$ cat src/rtl/regfile_pkg.sv
// -----------------------------------------------------------------------------
// regfile_pkg
// Shared definitions for the integer register file with scoreboard.
//   XLEN_DEF / NREG_DEF / NRD_DEF : default data width, register count and
//                                   read-port count.
//   AW_DEF                        : register address width for the defaults.
//   REG_ZERO                      : index of the hardwired-zero register.
//   addr_t / data_t               : address and data types for the defaults.
// -----------------------------------------------------------------------------
package regfile_pkg;

    localparam int XLEN_DEF = 32;
    localparam int NREG_DEF = 32;
    localparam int NRD_DEF  = 2;
    localparam int AW_DEF   = $clog2(NREG_DEF);
    localparam int REG_ZERO = 0;

    typedef logic [AW_DEF-1:0]   addr_t;
    typedef logic [XLEN_DEF-1:0] data_t;

endpackage

$ cat src/rtl/regfile_sb_if.sv
// -----------------------------------------------------------------------------
// regfile_sb_if
// Bundle of read, issue, writeback and collision signals for regfile_sb.
//   master : decode / writeback side (drives addresses, issue, writebacks)
//   slave  : the register file itself
// Signals:
//   rs_addr_i  NRD*AW   read addresses, port k at [k*AW +: AW]
//   rs_data_o  NRD*XLEN read data, port k at [k*XLEN +: XLEN]
//   rs_busy_o  NRD      source register has a pending, not yet visible write
//   issue_*             destination reservation handshake
//   wb0_*               single-cycle ALU writeback
//   wb1_*               load / long-latency writeback
//   collision_o         one-cycle pulse after a same-register dual writeback
// -----------------------------------------------------------------------------
interface regfile_sb_if
    import regfile_pkg::*;
#(
    parameter int XLEN = XLEN_DEF,
    parameter int NREG = NREG_DEF,
    parameter int NRD  = NRD_DEF
);
    localparam int AW = $clog2(NREG);

    logic [NRD*AW-1:0]   rs_addr_i;
    logic [NRD*XLEN-1:0] rs_data_o;
    logic [NRD-1:0]      rs_busy_o;

    logic                issue_valid_i;
    logic [AW-1:0]       issue_rd_i;
    logic                issue_ready_o;

    logic                wb0_valid_i;
    logic [AW-1:0]       wb0_addr_i;
    logic [XLEN-1:0]     wb0_data_i;

    logic                wb1_valid_i;
    logic [AW-1:0]       wb1_addr_i;
    logic [XLEN-1:0]     wb1_data_i;

    logic                collision_o;

    modport master (
        output rs_addr_i,
        input  rs_data_o,
        input  rs_busy_o,
        output issue_valid_i,
        output issue_rd_i,
        input  issue_ready_o,
        output wb0_valid_i,
        output wb0_addr_i,
        output wb0_data_i,
        output wb1_valid_i,
        output wb1_addr_i,
        output wb1_data_i,
        input  collision_o
    );

    modport slave (
        input  rs_addr_i,
        output rs_data_o,
        output rs_busy_o,
        input  issue_valid_i,
        input  issue_rd_i,
        output issue_ready_o,
        input  wb0_valid_i,
        input  wb0_addr_i,
        input  wb0_data_i,
        input  wb1_valid_i,
        input  wb1_addr_i,
        input  wb1_data_i,
        output collision_o
    );

endinterface

$ cat src/rtl/regfile_sb_scoreboard.sv
// -----------------------------------------------------------------------------
// rf_scoreboard
// Busy bit per architectural register. A bit is set when an instruction that
// writes the register issues and cleared when a writeback to it arrives.
// Ports:
//   clk_i, rst_i       clock, asynchronous active-high reset
//   issue_valid_i      decode wants to issue an instruction writing issue_rd_i
//   issue_rd_i         destination register of that instruction
//   issue_ready_o      destination is free (or being written right now)
//   wb0_valid_i/addr_i ALU writeback
//   wb1_valid_i/addr_i load writeback
//   busy_o             current busy vector (bit 0 is always 0)
// -----------------------------------------------------------------------------
module rf_scoreboard
    import regfile_pkg::*;
#(
    parameter int NREG = NREG_DEF,
    localparam int AW  = $clog2(NREG)
) (
    input  logic            clk_i,
    input  logic            rst_i,
    input  logic            issue_valid_i,
    input  logic [AW-1:0]   issue_rd_i,
    output logic            issue_ready_o,
    input  logic            wb0_valid_i,
    input  logic [AW-1:0]   wb0_addr_i,
    input  logic            wb1_valid_i,
    input  logic [AW-1:0]   wb1_addr_i,
    output logic [NREG-1:0] busy_o
);

    logic [NREG-1:0] busy_reg;
    logic [NREG-1:0] busy_next;
    logic            issue_fire;

    // A writeback landing on the destination this cycle frees it, so the
    // issuing instruction need not wait an extra cycle.
    always_comb begin
        issue_ready_o = (issue_rd_i == AW'(REG_ZERO))
                     || !busy_reg[issue_rd_i]
                     || (wb0_valid_i && (wb0_addr_i == issue_rd_i))
                     || (wb1_valid_i && (wb1_addr_i == issue_rd_i));
    end

    assign issue_fire = issue_valid_i && issue_ready_o;

    // Clear first, then set: a new producer issuing in the same cycle as the
    // old producer's writeback must keep the register reserved.
    always_comb begin
        busy_next = busy_reg;
        for (int r = 1; r < NREG; r++) begin
            if ((wb0_valid_i && (wb0_addr_i == AW'(r))) ||
                (wb1_valid_i && (wb1_addr_i == AW'(r)))) begin
                busy_next[r] = 1'b0;
            end
            if (issue_fire && (issue_rd_i == AW'(r))) begin
                busy_next[r] = 1'b1;
            end
        end
        busy_next[REG_ZERO] = 1'b0;
    end

    always_ff @(posedge clk_i or posedge rst_i) begin
        if (rst_i) begin
            busy_reg <= '0;
        end else begin
            busy_reg <= busy_next;
        end
    end

    assign busy_o = busy_reg;

endmodule

$ cat src/rtl/regfile_sb.sv
// -----------------------------------------------------------------------------
// regfile_sb
// Integer register file with two writeback ports, same-cycle forwarding,
// hardwired-zero register 0 and a per-register scoreboard.
// Ports:
//   clk_i  clock, all state updates on the rising edge
//   rst_i  asynchronous active-high reset (clears data, busy, collision)
//   bus    regfile_sb_if.slave: read ports, issue handshake, two writeback
//          ports and the registered collision pulse
// -----------------------------------------------------------------------------
module regfile_sb
    import regfile_pkg::*;
#(
    parameter int XLEN = XLEN_DEF,
    parameter int NREG = NREG_DEF,
    parameter int NRD  = NRD_DEF,
    localparam int AW  = $clog2(NREG)
) (
    input  logic         clk_i,
    input  logic         rst_i,
    regfile_sb_if.slave  bus
);

    logic [XLEN-1:0] mem_reg [NREG];
    logic [NREG-1:0] busy;
    logic            collision_reg;
    logic            collision_next;

    genvar gi;

    // ---------------------------------------------------------------------
    // Storage. Entry 0 is reset to zero and never written afterwards; reads
    // of address 0 are also masked in the read mux. When both ports hit the
    // same register, the load (wb1) result is the one kept.
    // ---------------------------------------------------------------------
    always_ff @(posedge clk_i or posedge rst_i) begin
        if (rst_i) begin
            for (int r = 0; r < NREG; r++) begin
                mem_reg[r] <= '0;
            end
        end else begin
            for (int r = 1; r < NREG; r++) begin
                if (bus.wb1_valid_i && (bus.wb1_addr_i == AW'(r))) begin
                    mem_reg[r] <= bus.wb1_data_i;
                end else if (bus.wb0_valid_i && (bus.wb0_addr_i == AW'(r))) begin
                    mem_reg[r] <= bus.wb0_data_i;
                end
            end
        end
    end

    // ---------------------------------------------------------------------
    // Collision pulse: both ports to the same nonzero register.
    // ---------------------------------------------------------------------
    always_comb begin
        collision_next = bus.wb0_valid_i && bus.wb1_valid_i
                      && (bus.wb0_addr_i == bus.wb1_addr_i)
                      && (bus.wb0_addr_i != AW'(REG_ZERO));
    end

    always_ff @(posedge clk_i or posedge rst_i) begin
        if (rst_i) begin
            collision_reg <= 1'b0;
        end else begin
            collision_reg <= collision_next;
        end
    end

    assign bus.collision_o = collision_reg;

    // ---------------------------------------------------------------------
    // Scoreboard
    // ---------------------------------------------------------------------
    rf_scoreboard #(
        .NREG (NREG)
    ) u_scoreboard (
        .clk_i         (clk_i),
        .rst_i         (rst_i),
        .issue_valid_i (bus.issue_valid_i),
        .issue_rd_i    (bus.issue_rd_i),
        .issue_ready_o (bus.issue_ready_o),
        .wb0_valid_i   (bus.wb0_valid_i),
        .wb0_addr_i    (bus.wb0_addr_i),
        .wb1_valid_i   (bus.wb1_valid_i),
        .wb1_addr_i    (bus.wb1_addr_i),
        .busy_o        (busy)
    );

    // ---------------------------------------------------------------------
    // Read ports with forwarding. A register being written this cycle is
    // reported not busy and returns the incoming data, so decode can consume
    // the result with zero extra latency.
    // ---------------------------------------------------------------------
    for (gi = 0; gi < NRD; gi++) begin : g_rd_port
        logic [AW-1:0]   addr;
        logic            wb0_hit;
        logic            wb1_hit;
        logic [XLEN-1:0] rd_data;

        assign addr    = bus.rs_addr_i[gi*AW +: AW];
        assign wb0_hit = bus.wb0_valid_i && (bus.wb0_addr_i == addr);
        assign wb1_hit = bus.wb1_valid_i && (bus.wb1_addr_i == addr);

        always_comb begin
            rd_data = mem_reg[addr];
            if (addr == AW'(REG_ZERO)) begin
                rd_data = '0;
            end else if (wb1_hit) begin
                rd_data = bus.wb1_data_i;
            end else if (wb0_hit) begin
                rd_data = bus.wb0_data_i;
            end
        end

        assign bus.rs_data_o[gi*XLEN +: XLEN] = rd_data;
        assign bus.rs_busy_o[gi] = busy[addr] && !(wb0_hit || wb1_hit);
    end

endmodule

$ cat src/flat_wrapper.sv
// flat-port wrapper written by rule: the top's interface ports become plain ports
module regfile_sb_flat import regfile_pkg::*;
#(
    parameter int XLEN = XLEN_DEF,
    parameter int NREG = NREG_DEF,
    parameter int NRD  = NRD_DEF,
    localparam int AW  = $clog2(NREG)
)
  (clk_i, rst_i, bus_rs_addr_i, bus_rs_data_o, bus_rs_busy_o, bus_issue_valid_i, bus_issue_rd_i, bus_issue_ready_o, bus_wb0_valid_i, bus_wb0_addr_i, bus_wb0_data_i, bus_wb1_valid_i, bus_wb1_addr_i, bus_wb1_data_i, bus_collision_o);
  regfile_sb_if #(.XLEN(XLEN), .NREG(NREG), .NRD(NRD)) bus_i ();
  input  logic clk_i;
  input  logic rst_i;
  input wire logic [$bits(bus_i.rs_addr_i)-1:0] bus_rs_addr_i;
  output wire logic [$bits(bus_i.rs_data_o)-1:0] bus_rs_data_o;
  output wire logic [$bits(bus_i.rs_busy_o)-1:0] bus_rs_busy_o;
  input wire logic [$bits(bus_i.issue_valid_i)-1:0] bus_issue_valid_i;
  input wire logic [$bits(bus_i.issue_rd_i)-1:0] bus_issue_rd_i;
  output wire logic [$bits(bus_i.issue_ready_o)-1:0] bus_issue_ready_o;
  input wire logic [$bits(bus_i.wb0_valid_i)-1:0] bus_wb0_valid_i;
  input wire logic [$bits(bus_i.wb0_addr_i)-1:0] bus_wb0_addr_i;
  input wire logic [$bits(bus_i.wb0_data_i)-1:0] bus_wb0_data_i;
  input wire logic [$bits(bus_i.wb1_valid_i)-1:0] bus_wb1_valid_i;
  input wire logic [$bits(bus_i.wb1_addr_i)-1:0] bus_wb1_addr_i;
  input wire logic [$bits(bus_i.wb1_data_i)-1:0] bus_wb1_data_i;
  output wire logic [$bits(bus_i.collision_o)-1:0] bus_collision_o;
  assign bus_i.rs_addr_i = bus_rs_addr_i;
  assign bus_rs_data_o = bus_i.rs_data_o;
  assign bus_rs_busy_o = bus_i.rs_busy_o;
  assign bus_i.issue_valid_i = bus_issue_valid_i;
  assign bus_i.issue_rd_i = bus_issue_rd_i;
  assign bus_issue_ready_o = bus_i.issue_ready_o;
  assign bus_i.wb0_valid_i = bus_wb0_valid_i;
  assign bus_i.wb0_addr_i = bus_wb0_addr_i;
  assign bus_i.wb0_data_i = bus_wb0_data_i;
  assign bus_i.wb1_valid_i = bus_wb1_valid_i;
  assign bus_i.wb1_addr_i = bus_wb1_addr_i;
  assign bus_i.wb1_data_i = bus_wb1_data_i;
  assign bus_collision_o = bus_i.collision_o;
  regfile_sb #(.XLEN(XLEN), .NREG(NREG), .NRD(NRD)) u_core (.clk_i(clk_i), .rst_i(rst_i), .bus(bus_i));
endmodule
$ cat config.mk
export PLATFORM = sky130hd
export DESIGN_NAME = regfile_sb_flat
export DESIGN_NICKNAME = d
export VERILOG_FILES = /design/src/rtl/regfile_pkg.sv /design/src/rtl/regfile_sb_if.sv /design/src/rtl/regfile_sb_scoreboard.sv /design/src/rtl/regfile_sb.sv /design/src/flat_wrapper.sv
export SDC_FILE = /design/constraint.sdc
export NUM_CORES = 2
export LEC_CHECK = 0
export CORE_MARGIN = 2
export CORE_UTILIZATION = 25
export CTS_CLUSTER_SIZE = 24
export DETAILED_ROUTE_END_ITERATION = 16
export PLACE_DENSITY = 0.43
export RECOVER_POWER = 25
export SYNTH_ARGS = -nofsm -noshare
export SYNTH_HDL_FRONTEND = slang
export SYNTH_SLANG_ARGS = --single-unit
export TNS_END_PERCENT = 5
$ cat constraint.sdc
create_clock -name clk_i -period 91.6 [get_ports clk_i]
set_clock_uncertainty 0.1 [all_clocks]
set_input_delay 13.74 -clock clk_i [delete_from_list [all_inputs] [get_ports clk_i]]
set_output_delay 13.74 -clock clk_i [all_outputs]
set_load 0.05 [all_outputs]
==> impl_results.md <==
* Area Growth Syn to Fin at 12.6%
* Share of cells above drive strength 1 at 14.3%
* Top-area cell type share of the netlist area at 38.7%
* Worst hold start: u_core.u_scoreboard.busy_o[22]$_DFFE_PP0P_
* CTS Root Cell: clkbuf_16
* Slew margin rel. at -388%
* Synthesized-area fraction occupied by adder cells at 0%
* Worst slew pin tran at between 7000 and 8000 ps
* CP Buf/Inv Count at 5
* Setup TNS at 0 ps
* Simple-Gate Fraction of Synth Area at 8.85%
* Async S/R FF share, synth at 100%
* Port bufs at around 160
* Count leader, synth: mux2i_1
* Peak supply drop at about 0.000015 V
* Longest Clk Path Bufs at 3
* Setup ws final at 58620 ps
* Syn Nets at 6713
* Hold Path Stages at 1
* Synth Area in Compound Gates at between 10 and 15%
* Die ar. at between 200000 and 300000 sq um
* First-pass GRT wire length at roughly 460 mm
* Min-Delay Endpoint: u_core.u_scoreboard.busy_o[22]$_DFFE_PP0P_
* Final hold vios at 0
* WL final at 335 mm
* Reg2Reg Setup Slack at 89190 ps
* Synth warnings at 32
* TritonCTS Buffers at 118
* RSZ-0062 raised after global routing: false
* H-Tree Depth at 3
* DP Cell Count at 9700
* Vias/cell at 5.60
* Chip height at 519 um
* Worst Setup End Kind: output port
* Power per standard cell area at 21.7 nW/um^2
* Yosys reg bits at 1024
* Post-synth EDFFs at 0
* # DRC at 0
* Delay-heaviest family, CP: buffers and inverters
* Seq/Total Area, Yosys at 38.7%
* FF-to-FF End: u_core.u_scoreboard.busy_o[7]$_DFFE_PP0P_
* WP data arrival at 19140 ps
* Ys flop type: dfrtp_1
* Highest clock rate at 0.0303 GHz
* Post-synth cell types at 61
* Gates resized, CTS repair at 0
* Run status: finished with violations
* Routed Antenna Nets at 0
* Total number of vias at between 50000 and 60000
* TritonCTS clock tree: built
* CP most frequent cell: buf_4
* Pre-CTS setup slack at 58830 ps
* Wire length per cell at ~34 um
* Core area at 263000 sq um
* Row count at 188
* DRC violation total after the first TritonRoute iteration at 6510
* Worst r2r path cells at 6
* Fin nets at 6399
* Max Slew Vio Count at 675
* Commonest cells post-synth: 1311 x mux2i_1, 1024 x dfrtp_1, 657 x nor2_1
* Largest net degree at the start of global routing at between 100 and 150
* Post-synthesis xor/xnor area fraction at 0.450%
* Post-synthesis mux area share at 32.1%
* Clock slew at reported path FFs at 60 ps
* Synth area leader: dfrtp_1
* Leak at about 0.031 uW
* Vias in the first global route at roughly 53000
* Drt pass-1 iters at 6
* Critical path startpoint category: input pin
* Mapped Area at around 66000 sq um
* GRT Total Usage at 24.1%
* Finished Layout Cells at 9917
* Largest family of logic cells by synthesized area: multiplexers
* Post-cts hold buffer count at 0
* Gate Count Post-Synth at 6619
* CTS Sinks at 1024
* Post-Syn Area per Cell at 10.0 sq um
* Total gr overflow at 0
* Crit-path slowest cell: o32ai_1
* CP cell instances: buf_8 > buf_4 > buf_4 > xnor2_1 > nand3_1 > buf_4 > nand3_2 > o32ai_1 > clkdlybuf4s50_1
* Ranking of synthesized cells by area: dfrtp_1 39%, mux2i_1 20%, mux4_2 11%
* Clock Latency Late Sink at 780 ps
* Placer congestion estimate at 0.898
* Min-delay worst type: reg2reg
* Die Width at 519 um
* Starting density of the core at around 25%
* Maxcap violations at 16
* Crit Path Category: in2out
* WHS at 454 ps
* Setup Viol. Count Final at 0
* Post-DP HPWL at 200 mm
* Setup Buffers After CTS at 0
* Worst r2r src: u_core.u_scoreboard.busy_o[7]$_DFFE_PP0P_
* CP startpoint: bus_rs_addr_i[0]
* Worst Path Max Fanout at 58
* Fin crit period at 32980 ps
* Critical Path Max Stage Delay at between 1000 and 1500 ps
* Largest register FFs at 992
* Crit path required time at 77760 ps
* Final Cycle Share at between 30% and 40%
* # IOs at 162
* Initial antenna violation count at 9
* Failing checks: max-capacitance violations, max-slew violations
[layer usage]
layer  global-route usage [%]  wire length (um)  up-vias
met5                        0                25        -
met1                     30.6            135000    28302
met2                     38.7            154000     2933
li1                         -                 -    23517
met3                     3.86             23800      790
met4                     14.4             22800        4
[worst reg2reg max path, delay by kind of cell, from the launching register on]
kind | cells | cell delay, ps
flops | 1 | 410
compound gates | 2 | 660
simple gates | 3 | 690
mux | 1 | 500
[cells in the final DEF, fill, tap and decap left out, drive strengths merged, types with 141 or more instances in the layout]
cell type	Yosys	layout
nand2	526	526
mux2i	1311	1311
o22ai	141	141
nor2	663	663
dfrtp	1024	1024
clkbuf	484	189
a21oi	608	608
clkdlybuf4s50	0	141
o21ai	469	469
mux4	312	312
buf	343	236
[where the power goes]
| group | leakage [uW] | switching, uW | internal, uW |
|---|---|---|---|
| logic | 0.0161 | 238 | 206 |
| registers | 0.0124 | 104 | 573 |
| clock network | 0.00194 | 216 | 282 |
| total | 0.0305 | 559 | 1060 |
[cells by family after synthesis]
group,count (synthesis)
mux,1721
simple gates,1407
xor+xnor,34
compound gates,1596
buf+inv,837
flops,1024
[how the worst max path moves through the flow]
stage                                             to  slack (ps)  depth (start not counted)
finish                              bus_rs_data_o[9]       58620                          9
global route                        bus_rs_data_o[9]       58580                          9
CTS                                bus_rs_data_o[17]       58820                          9
detailed placement                 bus_rs_data_o[17]       58830                          9
global placement                   bus_rs_data_o[55]       58840                          9
floorplan           u_core.bus.collision_o$_DFF_PP0_       48940                          1
[final cells by class]
| type | count | area [sq um] |
|---|---|---|
| fillers | 27286 | 188000 |
| multi-input cells | 4758 | 37200 |
| flip-flops and latches | 1024 | 25600 |
| well taps | 3515 | 4400 |
| clock buffers | 181 | 3560 |
| repair buffers | 393 | 3370 |
| clock inverters | 33 | 340 |
| inverters | 10 | 38.8 |
| diodes | 3 | 7.51 |
[per-stage QoR]
step | power (uW) | cell area [sq um] | util (%)
finish | 1620 | 74500 | 28.4
CTS | 1620 | 74600 | 28.4
detailed placement | 1120 | 70700 | 26.9
global route | 1690 | 74500 | 28.4
floorplan | 965 | 66200 | -
global placement | 1110 | 70700 | 26.9
No activity file was read; power rests on OpenSTA's default activity.
